--- config.mk ---
export PLATFORM = sky130hd
export DESIGN_NAME = tick_gen
export DESIGN_NICKNAME = d
export VERILOG_FILES = /design/src/rtl/tick_gen.sv
export SDC_FILE = /design/constraint.sdc
export NUM_CORES = 1
export LEC_CHECK = 0
export ABC_AREA = 1
export CAP_MARGIN = 10
export CORE_MARGIN = 10
export CORE_UTILIZATION = 30
export CTS_BUF_LIST = sky130_fd_sc_hd__clkbuf_16
export DETAILED_ROUTE_END_ITERATION = 16
export MAX_ROUTING_LAYER = met4
export PLACE_DENSITY = 0.53
export RECOVER_POWER = 25
export SLEW_MARGIN = 20
export SYNTH_ARGS = -nofsm -noshare
export SYNTH_HDL_FRONTEND = slang
export SYNTH_SLANG_ARGS = --single-unit
export TNS_END_PERCENT = 50
--- constraint.sdc ---
create_clock -name clk -period 2.6 [get_ports clk]
set_input_delay 0.52 -clock clk [delete_from_list [all_inputs] [get_ports clk]]
set_output_delay 0.52 -clock clk [all_outputs]
set_load 0.02 [all_outputs]
--- src/rtl/tick_gen.sv ---
// tick_gen: multi-channel programmable tick/square-wave generator.
// Each channel has its own divisor and mode (HALT/RUN/STEP). The channels share
// the config write port, the single-step input and the sync restart input.
module tick_gen #(
  parameter int WIDTH   = 32,
  parameter int NCH     = 2,
  parameter int DEF_DIV = 10000000,
  parameter int CHW     = 1
) (
  input  logic             clk,
  input  logic             reset,
  input  logic             cfg_we,
  input  logic [CHW-1:0]   cfg_ch,
  input  logic [WIDTH-1:0] cfg_div,
  input  logic [1:0]       cfg_mode,
  input  logic             step,
  input  logic             sync,
  output logic [NCH-1:0]   tick,
  output logic [NCH-1:0]   sq
);

  typedef enum logic [1:0] {
    MODE_HALT = 2'b00,
    MODE_RUN  = 2'b01,
    MODE_STEP = 2'b10,
    MODE_RSVD = 2'b11
  } mode_t;

  localparam logic [WIDTH-1:0] LP_DEF_DIV = WIDTH'(DEF_DIV);

  logic [WIDTH-1:0] r_cnt  [NCH];
  logic [WIDTH-1:0] r_div  [NCH];
  mode_t            r_mode [NCH];
  logic [NCH-1:0]   r_tick;
  logic [NCH-1:0]   r_sq;
  logic             r_step_q;
  logic             w_step_edge;

  // A step request counts only on its rising edge, so a held level steps once.
  assign w_step_edge = step & ~r_step_q;

  // Previous-cycle copy of step for rising-edge detection.
  always_ff @(posedge clk or negedge reset) begin
    if (!reset) begin
      r_step_q <= 1'b0;
    end else begin
      r_step_q <= step;
    end
  end

  // Per-channel counter, config and output flops.
  // Priority per channel: sync, then a config write, then the mode behaviour.
  // The reserved mode encoding falls into the default branch and acts as HALT.
  always_ff @(posedge clk or negedge reset) begin
    if (!reset) begin
      for (int i = 0; i < NCH; i++) begin
        r_cnt[i]  <= '0;
        r_div[i]  <= LP_DEF_DIV;
        r_mode[i] <= MODE_RUN;
      end
      r_tick <= '0;
      r_sq   <= '0;
    end else begin
      for (int i = 0; i < NCH; i++) begin
        if (sync) begin
          r_cnt[i]  <= '0;
          r_tick[i] <= 1'b0;
          r_sq[i]   <= 1'b0;
        end else if (cfg_we && (cfg_ch == CHW'(i))) begin
          // Loading a channel restarts its period; the square wave keeps its level.
          r_div[i]  <= cfg_div;
          r_mode[i] <= mode_t'(cfg_mode);
          r_cnt[i]  <= '0;
          r_tick[i] <= 1'b0;
        end else begin
          case (r_mode[i])
            MODE_RUN: begin
              if (r_cnt[i] == r_div[i]) begin
                r_cnt[i]  <= '0;
                r_tick[i] <= 1'b1;
                r_sq[i]   <= ~r_sq[i];
              end else begin
                r_cnt[i]  <= r_cnt[i] + WIDTH'(1);
                r_tick[i] <= 1'b0;
              end
            end
            MODE_STEP: begin
              r_cnt[i]  <= '0;
              r_tick[i] <= w_step_edge;
              if (w_step_edge) begin
                r_sq[i] <= ~r_sq[i];
              end
            end
            default: begin
              r_tick[i] <= 1'b0;
            end
          endcase
        end
      end
    end
  end

  assign tick = r_tick;
  assign sq   = r_sq;

endmodule

==> flow_summary_export.csv <==
group,metric,value,unit
worst_setup_path,critical_path_class,"flop to flop",
clock_network,postCtsSetupBuffers,0,
clock_network,clk_pin_slew_worst_paths,0.06,ns
power,p_leak,0.00420,µW
floorplanning,boundaryPins,44,
logic_synthesis,synth_enable_flop_cells,0,
logic_synthesis,netlist-cell-type-count,36,
detailed_routing,post_drt_via_cell_ratio,4.54,
logic_synthesis,synthArstFlopShare,100,%
detailed_routing,dr.pass1.iters,5,
worst_setup_path,worstPathMaxFanout,10,
detailed_routing,antenna_violation_net_count_after_detailed_routing,0,
finish,diodes,0,
flow_run,max_cap_violations,1,
worst_setup_path,worstSetupEndpointType,"flop",
timing,clock_period_minus_worst_slack,2.13,ns
floorplanning,die_area,32700,µm²
clock_network,cts-root-to-sink-buffers,2,
timing,setup_total_negative_slack,0,ns
clock_network,post_cts_resized,0,
finish,drive_gt1_share,8.59,%
clock_network,htree_levels,4,
logic_synthesis,yosysMostFrequentCell,"nand2_1",
timing,number_of_pins_with_negative_max_slew_slack_in_the_final_report,67,
timing,timing.final.crit_share,82.0,%
place,half_perimeter_wire_length_after_detailed_placement,15600,µm
floorplanning,floorplan.rows,58,
finish,flow.area_growth_from_synthesis,18.3,%
logic_synthesis,seq_area_frac_synth,44.4,%
detailed_routing,wl_per_instance,14.7,µm
timing,achievable-frequency,469,MHz
logic_synthesis,ys_warns,0,
global_route,grt_antenna_before_repair,0,
logic_synthesis,yosysTopAreaCell,"dfrtp_1",
timing,grt_setup_unrepaired,"no",
logic_synthesis,netlist_area,7770,µm²
floorplanning,coreArea,25300,µm²
finish,finalNetCount,1127,
outcome,failing_checks,"capacitance limit, slew limit",
logic_synthesis,ys_seq_elements,137,
timing,finClkSkew,0.0105,ns
global_route,gr_usage_total,13.3,%
worst_setup_path,reg2reg_depth,10,
clock_network,cts-hold-fix-buffers,0,
power,max-vdd-ir-drop,479,µV
floorplanning,die_height,181,µm
logic_synthesis,synthCells,1035,
hold_path,worst_hold_path.num_cells,2,
global_route,grt_max_degree,69,
detailed_routing,remaining_drc_errors,0,
clock_network,clock_sinks,137,
logic_synthesis,netlist_top_cells_count,"nand2_1 (319), inv_1 (137), dfrtp_1 (119), o21ai_0 (100), nor2_1 (74)",
clock_network,clk-insertion-delay-late,0.43,ns
place,io_buffer_count,43,
detailed_routing,final_routed_wirelength,20900,µm
worst_setup_path,worst_setup_path_start_kind,"flop",
floorplanning,die_width,181,µm
worst_setup_path,cp.required,2.91,ns
clock_network,cts_inserted_buffers,17,
global_route,grt_overflow,0,
detailed_routing,first_iter_violations,434,
global_route,grt_pass1_wl,34400,µm
power,power,5760,µW
detailed_routing,vias,6468,
timing,timing.max_slew.rel_slack,-21.4,%
logic_synthesis,postSynthNetCount,1081,
clock_network,tritoncts_clock_tree,"yes",
logic_synthesis,ys_top_cells_by_area,"dfrtp_1 (38%), nand2_1 (15%), inv_1 (6.6%)",
logic_synthesis,yosysTopAreaCellShare,38.3,%
worst_setup_path,arrival,2.45,ns
floorplanning,initial_utilization,30.7,%
outcome,status,"complete, but fails checks",
global_route,first_global_vias,6331,
logic_synthesis,avgSynthCellArea,7.51,µm²
logic_synthesis,synth_flop_cell,"dfrtp_1",
timing,worst-slew-pin-transition,1.82,ns
place,place.gp.congestion,0.865,
power,powerDensity,627,nW/µm²
timing,final-setup-viol-count,0,
timing,timing_hold_violations_final,0,
clock_network,cts_root_buffer,"clkbuf_16",
hold_path,hold_class,"flop to flop",
==> routing by layer <==
| metal | wire [µm] | track usage [%] |
|---|---|---|
| met5 | 0 | - |
| met4 | 400 | 4.72 |
| met3 | 636 | 2.42 |
| met1 | 9870 | 17.0 |
| met2 | 9960 | 20.8 |
==> state kept, by name, indices dropped and copies added, names as in the netlist <==
register and count:
sq 2, r_div 64, tick 2, r_cnt 64, r_mode 4, r_step_q 1
==> layout make-up <==
type	count	area [µm²]
clock buffers	17	425
well taps	330	413
repair buffers	55	566
flip-flops and latches	137	3450
inverters	144	541
clock inverters	15	151
multi-input cells	726	3650
fillers	2562	16100
==> path summary, 6_finish.rpt <==
kind                           start        end  slack, ns
max                        r_div[12]  r_cnt[15]       0.47
min                         r_div[9]   r_div[9]       0.50
max reg2reg                r_div[12]  r_cnt[15]       0.47
min reg2reg                 r_div[9]   r_div[9]       0.50
max in group asynchronous      reset  r_div[25]       0.95
min in group asynchronous      reset  r_mode[3]       0.59
==> where the power goes <==
part	internal, µW	switching (µW)	leakage (µW)
clock network	1410	1010	0.000269
registers	2350	151	0.00177
logic	344	495	0.00216
total	4110	1660	0.00420
==> cell usage in the layout (no fill, tap or decap), drive strengths merged <==
cell type,synthesis,routed
and3,5,5
nand2b,1,1
a31oi,2,2
o21ai,109,109
o21bai,1,1
clkbuf,12,18
dfrtp,119,119
nor4,4,4
o22ai,2,2
clkinv,0,6
inv,144,146
nand4,21,21
dfstp,18,18
ha,6,6
clkinvlp,0,5
nor3,21,21
a21oi,26,26
and3b,2,2
clkdlybuf4s50,0,41
nand2,323,323
xor2,32,32
bufinv,0,2
nand3b,2,2
buf,16,12
nor2,84,84
xnor2,49,49
dlygate4sd3,0,1
nand3,36,36
==> per-stage QoR <==
step                      area [µm²]  hold slack (ns)  utilization, %  worst slack, ns  cells
after floorplan                 7770            0.224               -            0.823   1035
after global placement          8620            0.483            34.0            0.151   1392
after detailed placement        8620            0.493            34.0            0.133   1392
after CTS                       9200            0.132            36.3            0.438   1424
after global routing            9190            0.518            36.3            0.283   1424
final                           9190            0.498            36.3            0.468   1424
==> critical path, stage by stage (launching register included) <==
cell and delay [ns]:
dfstp_2 0.54, xnor2_1 0.11, nand2_1 0.06, nor2_1 0.19
nand2_1 0.07, nor2_1 0.32, nand2_4 0.18, nand2_4 0.19
nand2_1 0.16, nand2_1 0.13, a21oi_1 0.06
==> cells by family after synthesis <==
kind of cell	count (synthesis)	synth area share, %
AO/OA/AOI/OAI	140	9.11
XOR/XNOR	81	9.13
adder cells (fa/ha/maj)	6	0.966
buffers and inverters	172	8.76
flip-flops	137	44.4
AND/OR/NAND/NOR	499	27.6
Note: power is estimated with default switching activity, not from simulation.
